[src/rtl/rst_sequencer.sv]
// Staged reset release sequencer: lock filter, per-stage hold, optional ack handshake.
// Define RST_SEQ_ACK_EN to compile in the stage_ack handshake and ack timeout.
module rst_sequencer #(
   parameter int NUM_STAGES = 4,
   parameter int STAGE_DLY  = 16,
   parameter int LOCK_FILT  = 8,
   parameter int TIMEOUT    = 1024,
   localparam int IW = (NUM_STAGES > 1) ? $clog2(NUM_STAGES) : 1
) (
   input  logic                  clk,
   input  logic                  sync_rst,
   input  logic                  locked,
   input  logic                  sw_rst_req,
   input  logic [NUM_STAGES-1:0] stage_ack,
   output logic [NUM_STAGES-1:0] stage_rst,
   output logic                  seq_done,
   output logic [1:0]            fault_code,
   output logic [IW-1:0]         fault_stage
);

   localparam int FMAX = (LOCK_FILT > STAGE_DLY) ? LOCK_FILT : STAGE_DLY;
   localparam int FW = $clog2(FMAX + 1);
   localparam int TW = $clog2(TIMEOUT + 1);
   localparam logic [IW-1:0] LAST = IW'(NUM_STAGES - 1);

   typedef enum logic [2:0] {
      S_RST,
      S_WAIT_LOCK,
      S_HOLD,
      S_WAIT_ACK,
      S_DONE,
      S_FAULT
   } state_t;

   state_t                  state, state_n;
   logic [IW-1:0]           idx, idx_n;
   logic [FW-1:0]           fcnt, fcnt_n;
   logic [TW-1:0]           tcnt, tcnt_n;
   logic [NUM_STAGES-1:0]   rst_v;
   logic                    done_n;
   logic [1:0]              fc_n;
   logic [IW-1:0]           fs_n;
   logic                    restart;

`ifndef RST_SEQ_ACK_EN
   logic unused_ack;
   assign unused_ack = ^stage_ack;
`endif

   always_ff @(posedge clk) begin
      if (sync_rst) begin
         state       <= S_RST;
         idx         <= '0;
         fcnt        <= '0;
         tcnt        <= '0;
         stage_rst   <= '1;
         seq_done    <= 1'b0;
         fault_code  <= 2'b00;
         fault_stage <= '0;
      end else begin
         state       <= state_n;
         idx         <= idx_n;
         fcnt        <= fcnt_n;
         tcnt        <= tcnt_n;
         stage_rst   <= rst_v;
         seq_done    <= done_n;
         fault_code  <= fc_n;
         fault_stage <= fs_n;
      end
   end

   always_comb begin
      state_n = state;
      idx_n   = idx;
      fcnt_n  = fcnt;
      tcnt_n  = tcnt;
      rst_v   = stage_rst;
      done_n  = seq_done;
      fc_n    = fault_code;
      fs_n    = fault_stage;
      restart = 1'b0;

      case (state)
         S_RST: begin
            state_n = S_WAIT_LOCK;
         end
         S_WAIT_LOCK: begin
            fcnt_n = !locked ? '0 : (fcnt == '1) ? fcnt : fcnt + 1'b1;
            tcnt_n = (tcnt == '1) ? tcnt : tcnt + 1'b1;
            if (locked && (int'(fcnt) + 1 >= LOCK_FILT)) begin
               state_n = S_HOLD;
               idx_n   = '0;
               fcnt_n  = '0;
               tcnt_n  = '0;
            end else if (int'(tcnt) + 1 >= TIMEOUT) begin
               state_n = S_FAULT;
               fc_n    = 2'b01;
               rst_v   = '1;
            end
         end
         S_HOLD: begin
            fcnt_n = (fcnt == '1) ? fcnt : fcnt + 1'b1;
            if (int'(fcnt) + 1 >= STAGE_DLY) begin
               rst_v[idx] = 1'b0;
               fcnt_n     = '0;
               tcnt_n     = '0;
`ifdef RST_SEQ_ACK_EN
               state_n = S_WAIT_ACK;
`else
               // seq_done follows one edge later, from DONE
               if (idx == LAST) begin
                  state_n = S_DONE;
               end else begin
                  idx_n   = idx + 1'b1;
                  state_n = S_HOLD;
               end
`endif
            end
         end
`ifdef RST_SEQ_ACK_EN
         S_WAIT_ACK: begin
            tcnt_n = (tcnt == '1) ? tcnt : tcnt + 1'b1;
            if (stage_ack[idx]) begin
               tcnt_n = '0;
               fcnt_n = '0;
               if (idx == LAST) begin
                  state_n = S_DONE;
                  done_n  = 1'b1;
               end else begin
                  idx_n   = idx + 1'b1;
                  state_n = S_HOLD;
               end
            end else if (int'(tcnt) + 1 >= TIMEOUT) begin
               state_n = S_FAULT;
               fc_n    = 2'b10;
               fs_n    = idx;
               rst_v   = '1;
               done_n  = 1'b0;
            end
         end
`endif
         S_DONE: begin
            done_n = 1'b1;
         end
         S_FAULT: begin
            rst_v  = '1;
            done_n = 1'b0;
         end
         default: begin
            state_n = S_RST;
         end
      endcase

      if ((state == S_HOLD || state == S_WAIT_ACK || state == S_DONE)
          && !locked)
         restart = 1'b1;

      if (sw_rst_req && state != S_RST) begin
         restart = 1'b1;
         fc_n    = 2'b00;
         fs_n    = '0;
      end

      // restart overrides any same-cycle ack, release or timeout
      if (restart) begin
         state_n = S_WAIT_LOCK;
         idx_n   = '0;
         fcnt_n  = '0;
         tcnt_n  = '0;
         rst_v   = '1;
         done_n  = 1'b0;
      end
   end

endmodule

[config.mk]
export PLATFORM = sky130hd
export DESIGN_NAME = rst_sequencer
export DESIGN_NICKNAME = d
export VERILOG_FILES = /design/src/rtl/rst_sequencer.sv
export SDC_FILE = /design/constraint.sdc
export NUM_CORES = 1
export LEC_CHECK = 0
export BUFFER_PORTS_ARGS = -buffer_cell sky130_fd_sc_hd__clkbuf_2
export CAP_MARGIN = 20
export CORE_AREA = 2 2 73 75
export CTS_CLUSTER_SIZE = 40
export DETAILED_ROUTE_END_ITERATION = 16
export DIE_AREA = 0 0 75 77
export MAX_ROUTING_LAYER = met4
export PLACE_DENSITY_LB_ADDON = 0.08
export SYNTH_ARGS = -nofsm -noshare
export SYNTH_HDL_FRONTEND = slang
export SYNTH_SLANG_ARGS = --single-unit
[constraint.sdc]
create_clock -name clk -period 2.51 [get_ports clk]
set_input_delay 0.251 -clock clk [delete_from_list [all_inputs] [get_ports clk]]
set_output_delay 0.251 -clock clk [all_outputs]
set_load 0.005 [all_outputs]
# ---- Word-level counts from Yosys, hierarchy flattened
# Index checks and enable logic that the tools add are counted.
dict set report word_totals {
  register_bits 27
}
dict set report op_classes {
  n_addsub 5
  n_lt_le_gt_ge 5
  n_eq_ne 18
  mux 28
  bitwise 4
  reduce_logical 21
}
# op n
set op_table {}
lappend op_table {{$mux W11} 3}
lappend op_table {{$ge A32 B5 Y1 const B} 1}
lappend op_table {{$pmux W11 S2} 1}
lappend op_table {{$mux W5} 4}
lappend op_table {{$add A11 B1 Y12 const B} 1}
lappend op_table {{$ge A12 B11 Y1 const B} 1}
lappend op_table {{$mux W3} 4}
lappend op_table {{$mux W4} 3}
lappend op_table {{$pmux W3 S4} 1}
lappend op_table {{$pmux W4 S3} 1}
lappend op_table {{$reduce_and A3 Y1} 4}
lappend op_table {{$add A11 B1 Y11 const B} 1}
lappend op_table {{$eq A11 B11 Y1 const B} 1}
lappend op_table {{$ne A2 B2 Y1 const B} 5}
lappend op_table {{$pmux W5 S2} 1}
lappend op_table {{$ne A3 B3 Y1 const B} 3}
lappend op_table {{$reduce_and A4 Y1} 2}
lappend op_table {{$add A5 B1 Y6 const B} 1}
lappend op_table {{$eq A3 B2 Y1 const B} 2}
lappend op_table {{$eq A3 B3 Y1 const B} 2}
lappend op_table {{$ge A6 B5 Y1 const B} 1}
lappend op_table {{$mux W2} 3}
lappend op_table {{$reduce_bool A3 Y1} 2}
lappend op_table {{$reduce_or A2 Y1} 3}
lappend op_table {{21 further kinds} 30}

# ---- Longest topological paths before layout
dict set report depth {
  ltp_word 8
  depth_mapped 8
}

# ---- Least setup slack after synthesis
# Ideal clock, no wire load.
dict set report synth_timing {
  kind {register to register}
  from {register fcnt[0]}
  to {register tcnt[8]}
  setup_time_ns 0.079
  t_arrival_ns 2.223
  required_time_ns 2.431
  path_slack_ns 0.208
  stages_incl_launch_ff 9
  path_buffers 0
  synth_period_minus_slack_ns 2.302
  cell_sequence {dfxtp_1 -> ha_1 -> nand2_1 -> ha_1 -> a311oi_1 -> a211oi_4 -> nand4b_2 -> a21o_1 -> o211ai_1}
}
dict set report synth_via {
  elab_chain_len 5
  elab_cells_between_ends 9
  cone_classes {add/sub (1); order compare (2); eq/ne (2); mux (2); reduce/logical (2)}
}
# element line_no
set synth_rtl {}
lappend synth_rtl {{start: declaration} 37} ;# logic [FW-1:0] fcnt, fcnt_n;
lappend synth_rtl {{start signal: assignment} 63} ;# fcnt <= fcnt_n;
lappend synth_rtl {{$add A5 B1 Y6 *} {90, 103}}
lappend synth_rtl {{$ge A32 B5 Y1} 90} ;# if (locked && (int'(fcnt) + 1 >= LOCK_FILT)) begin
lappend synth_rtl {{$logic_and A1 B1 Y1} 90}
lappend synth_rtl {{$ne A3 B3 Y1 (no line) or $mux W11 (tied branches)} --}
lappend synth_rtl {{$reduce_and A3 Y1 (no line) or $pmux W11 S2 (tied branches)} --}
lappend synth_rtl {{end signal: assignment} 64} ;# tcnt <= tcnt_n;
lappend synth_rtl {{end: declaration} 38} ;# logic [TW-1:0] tcnt, tcnt_n;
# Every way passes the cells marked *; elsewhere a longest branch is shown, timed or not.
# A chain may end at the register's enable or synchronous reset.

# ---- Worst setup path in the final report
dict set report layout_timing {
  from {register fcnt[3]}
  to {register fault_code[0]}
}
dict set report layout_via {
  elab_chain_len 5
}
# element line_no
set layout_rtl {}
lappend layout_rtl {{$add A5 B1 Y6} 90}
lappend layout_rtl {{$ge A32 B5 Y1} 90}
lappend layout_rtl {{$logic_and A1 B1 Y1} 90}
lappend layout_rtl {{$not A1 Y1 (no line)} --}
lappend layout_rtl {{$reduce_and A3 Y1 (no line)} --}
lappend layout_rtl {{end signal: assignment} 67} ;# fault_code <= fc_n;
lappend layout_rtl {{end: declaration} 17} ;# output logic [1:0] fault_code,
# Every way passes these cells.

==> impl_metrics.toml <==
[outcome]
status = "completed"

[global_route]
track_usage_pct = 15.01
first_global_vias = 1445
antenna_found_initial = 0
grt_overflow = 0
grt_pass1_wl_mm = 6.693
grt_max_degree = 15

[cts]
clock_latency_ns = 0.27
clock_sinks = 27
hold_buffers = 0
htree_levels = 1
clk_path_buf_depth = 2
cts_root_buffer = "clkbuf_8"
clk_pin_slew_worst_paths_ns = 0.09
cts_tree = "done"
numCtsBuffers = 3

[logic_synthesis]
yosys_warnings = 0
synth-seq-cells = 27
synth.most_common_cell = "dfxtp_1"
syn_avg_cell_area_um2 = 8.377
async_flop_share_pct = 0
synth_top_area_share_pct = 32.26
synth-seq-area-share_pct = 32.26
syn_inst = 200
ys_types = 49
synthFlopType = "dfxtp_1"
synthTopCellsByArea = "dfxtp_1, ha_1, nor2_1"
synth_top_cell_by_area = "dfxtp_1"
synth_edf_count = 0
synth_common_cells = "dfxtp_1, nor2_1, nand2_1, inv_1, nand3_1"
syn_area_um2 = 1675

[die]
initial_utilization_pct = 33.66
io_pins = 17
rows = 26
core-area_um2 = 4977
fp.dieW_um = 75
die-area_um2 = 5775
dieHeight_um = 77

[worst_setup_path]
critPathKind = "reg -> reg"
end_kind = "register"
crit_fanout = 4
required_ns = 2.71
start_kind = "register"
r2r-start = "fcnt[3]"
cp.arrival_ns = 2.56
startpoint = "fcnt[3]"

[detailed_routing]
vias_per_cell = 5.131
wl_per_cell_um = 13.40
drt-total-wl_mm = 3.873
drt_pre_antenna_iters = 4
route.vias.total = 1483
postRouteAntennaNets = 0
first_iter_violations = 74
drc = 0

[hold_path]
hp-class = "in -> reg"
hp-start = "sync_rst"

[timing]
fmax_mhz = 424.0
holdWs_ns = 0.1682
skew_ns = 0.002921
rsz0062_at_grt = "false"
drv_slew = 0
min_period_over_period_pct = 93.97
fin_setup_tns_ns = 0
maxSlewHeadroom_pct = 37.57
final_hold_viol_count = 0
tightest_slew_ns = 0.9365
period_minus_slack_ns = 2.359
setup_viol_count_final = 0

[finish]
fillers = 518
final_nets = 237
finalNonFillerCells = 289
drive_above_1_share_pct = 14.61
syn_to_final_growth_pct = 15.76
diodes = 0

[pwr]
p_leak_nw = 0.7367
vdd_drop_max_mv = 0.1781
fin_total_pwr_w = 0.0008228
power_density_nw_per_um2 = 424.3

[place]
place_congestion = 0.8276
place_inst = 284
dp_hpwl_mm = 2.969
port_buffers = 9

[flow_run]
drv_cap = 0
## routing by layer
metal  global-route usage [%]  vias to the layer above  wire length, um
met5                        -                        -                0
met4                    4.821                        0               56
met3                    1.971                        5              107
met2                    22.81                       19             1820
met1                    20.42                      685             1888
li1                         -                      774                -
## cells in the final DEF, fill, tap and decap left out, types with 2 or more instances in the layout
cell,synthesis,layout
nand2_1,15,15
nor3_1,4,4
a21o_1,8,8
conb_1,1,3
o31ai_1,3,3
clkbuf_2,0,9
nand3_1,11,11
mux2i_1,5,5
o211ai_1,7,7
o21ai_0,10,10
or4_1,4,4
or3_1,2,2
dfxtp_1,27,26
nand4_1,5,5
a21boi_1,4,4
inv_1,12,12
clkbuf_8,0,3
xor2_1,2,2
ha_1,9,9
nor2_1,17,17
a21oi_1,10,10
a211oi_1,4,4
a31oi_1,2,2
nand2b_1,5,5
buf_4,3,10
and3_1,4,4
## critical path: stages (launching register included)
cell and delay, ns:
dfxtp_1 0.40, and2_4 0.18, nand2_1 0.07, ha_1 0.31, a311oi_1 0.23, buf_4 0.18, a211oi_4 0.06, buf_4 0.18
a211oi_1 0.23, nand2_1 0.15, a221oi_2 0.29
## timing repair
action,CTS,global route
cloned,0,0
setup buffers,0,1
endpoints found under the setup margin,6,17
pin swaps,0,1
gates resized for setup,1,5
## final timing paths
kind | slack (ns) | endpoint | cells past startpoint
max | 0.15 | fault_code[0] | 10
min | 0.17 | fault_code[0] | 2
max reg2reg | 0.15 | fault_code[0] | 10
min reg2reg | 0.46 | stage_rst[2] | 1
## power by group
group	internal (W)	leakage, nW	switching, W
sequential	0.000439	0.219	0.0000114
clock	0.000114	0.0228	0.000139
combinational	0.0000475	0.495	0.0000718
## metrics by stage
| step | util (%) | area, um^2 | setup WS [ns] |
|---|---|---|---|
| floorplan | - | 1683 | 0.2085 |
| global placement | 37.10 | 1847 | 0.02671 |
| detailed placement | 37.10 | 1847 | -0.06523 |
| CTS | 38.24 | 1903 | 0.05686 |
| global route | 38.96 | 1939 | 0.01525 |
| finish | 38.96 | 1939 | 0.1513 |
## cells by family (layout without fill, tap and decap cells)
kind of cell	Yosys count	count (layout)	synth area share [%]
buffers and inverters	18	35	4.854
adders and majority gates	9	9	6.722
AOI/OAI and AO/OA	59	59	25.54
muxes	5	5	2.987
DFF	27	27	32.26
and+or+nand+nor	78	78	25.84
xor gates and xnor gates	3	3	1.569
other	1	3	0.2238
## area by class of cell
| class | count | area (um^2) | share of cell area (%) |
|---|---|---|---|
| Clock buffer | 4 | 45.04 | 2.323 |
| Inverter | 12 | 45.04 | 2.323 |
| Multi-Input combinational cell | 157 | 1100 | 56.71 |
| Sequential cell | 27 | 541.8 | 27.94 |
| Tap cell | 70 | 87.58 | 4.516 |
| Timing Repair Buffer | 19 | 120.1 | 6.194 |
## state kept, by name (all words and copies together) (netlist names)
register    flops
fault_code      1
state           3
fcnt            5
idx             2
tcnt           11
seq_done        1
stage_rst       4
Note: power is estimated with default switching activity, not from simulation.
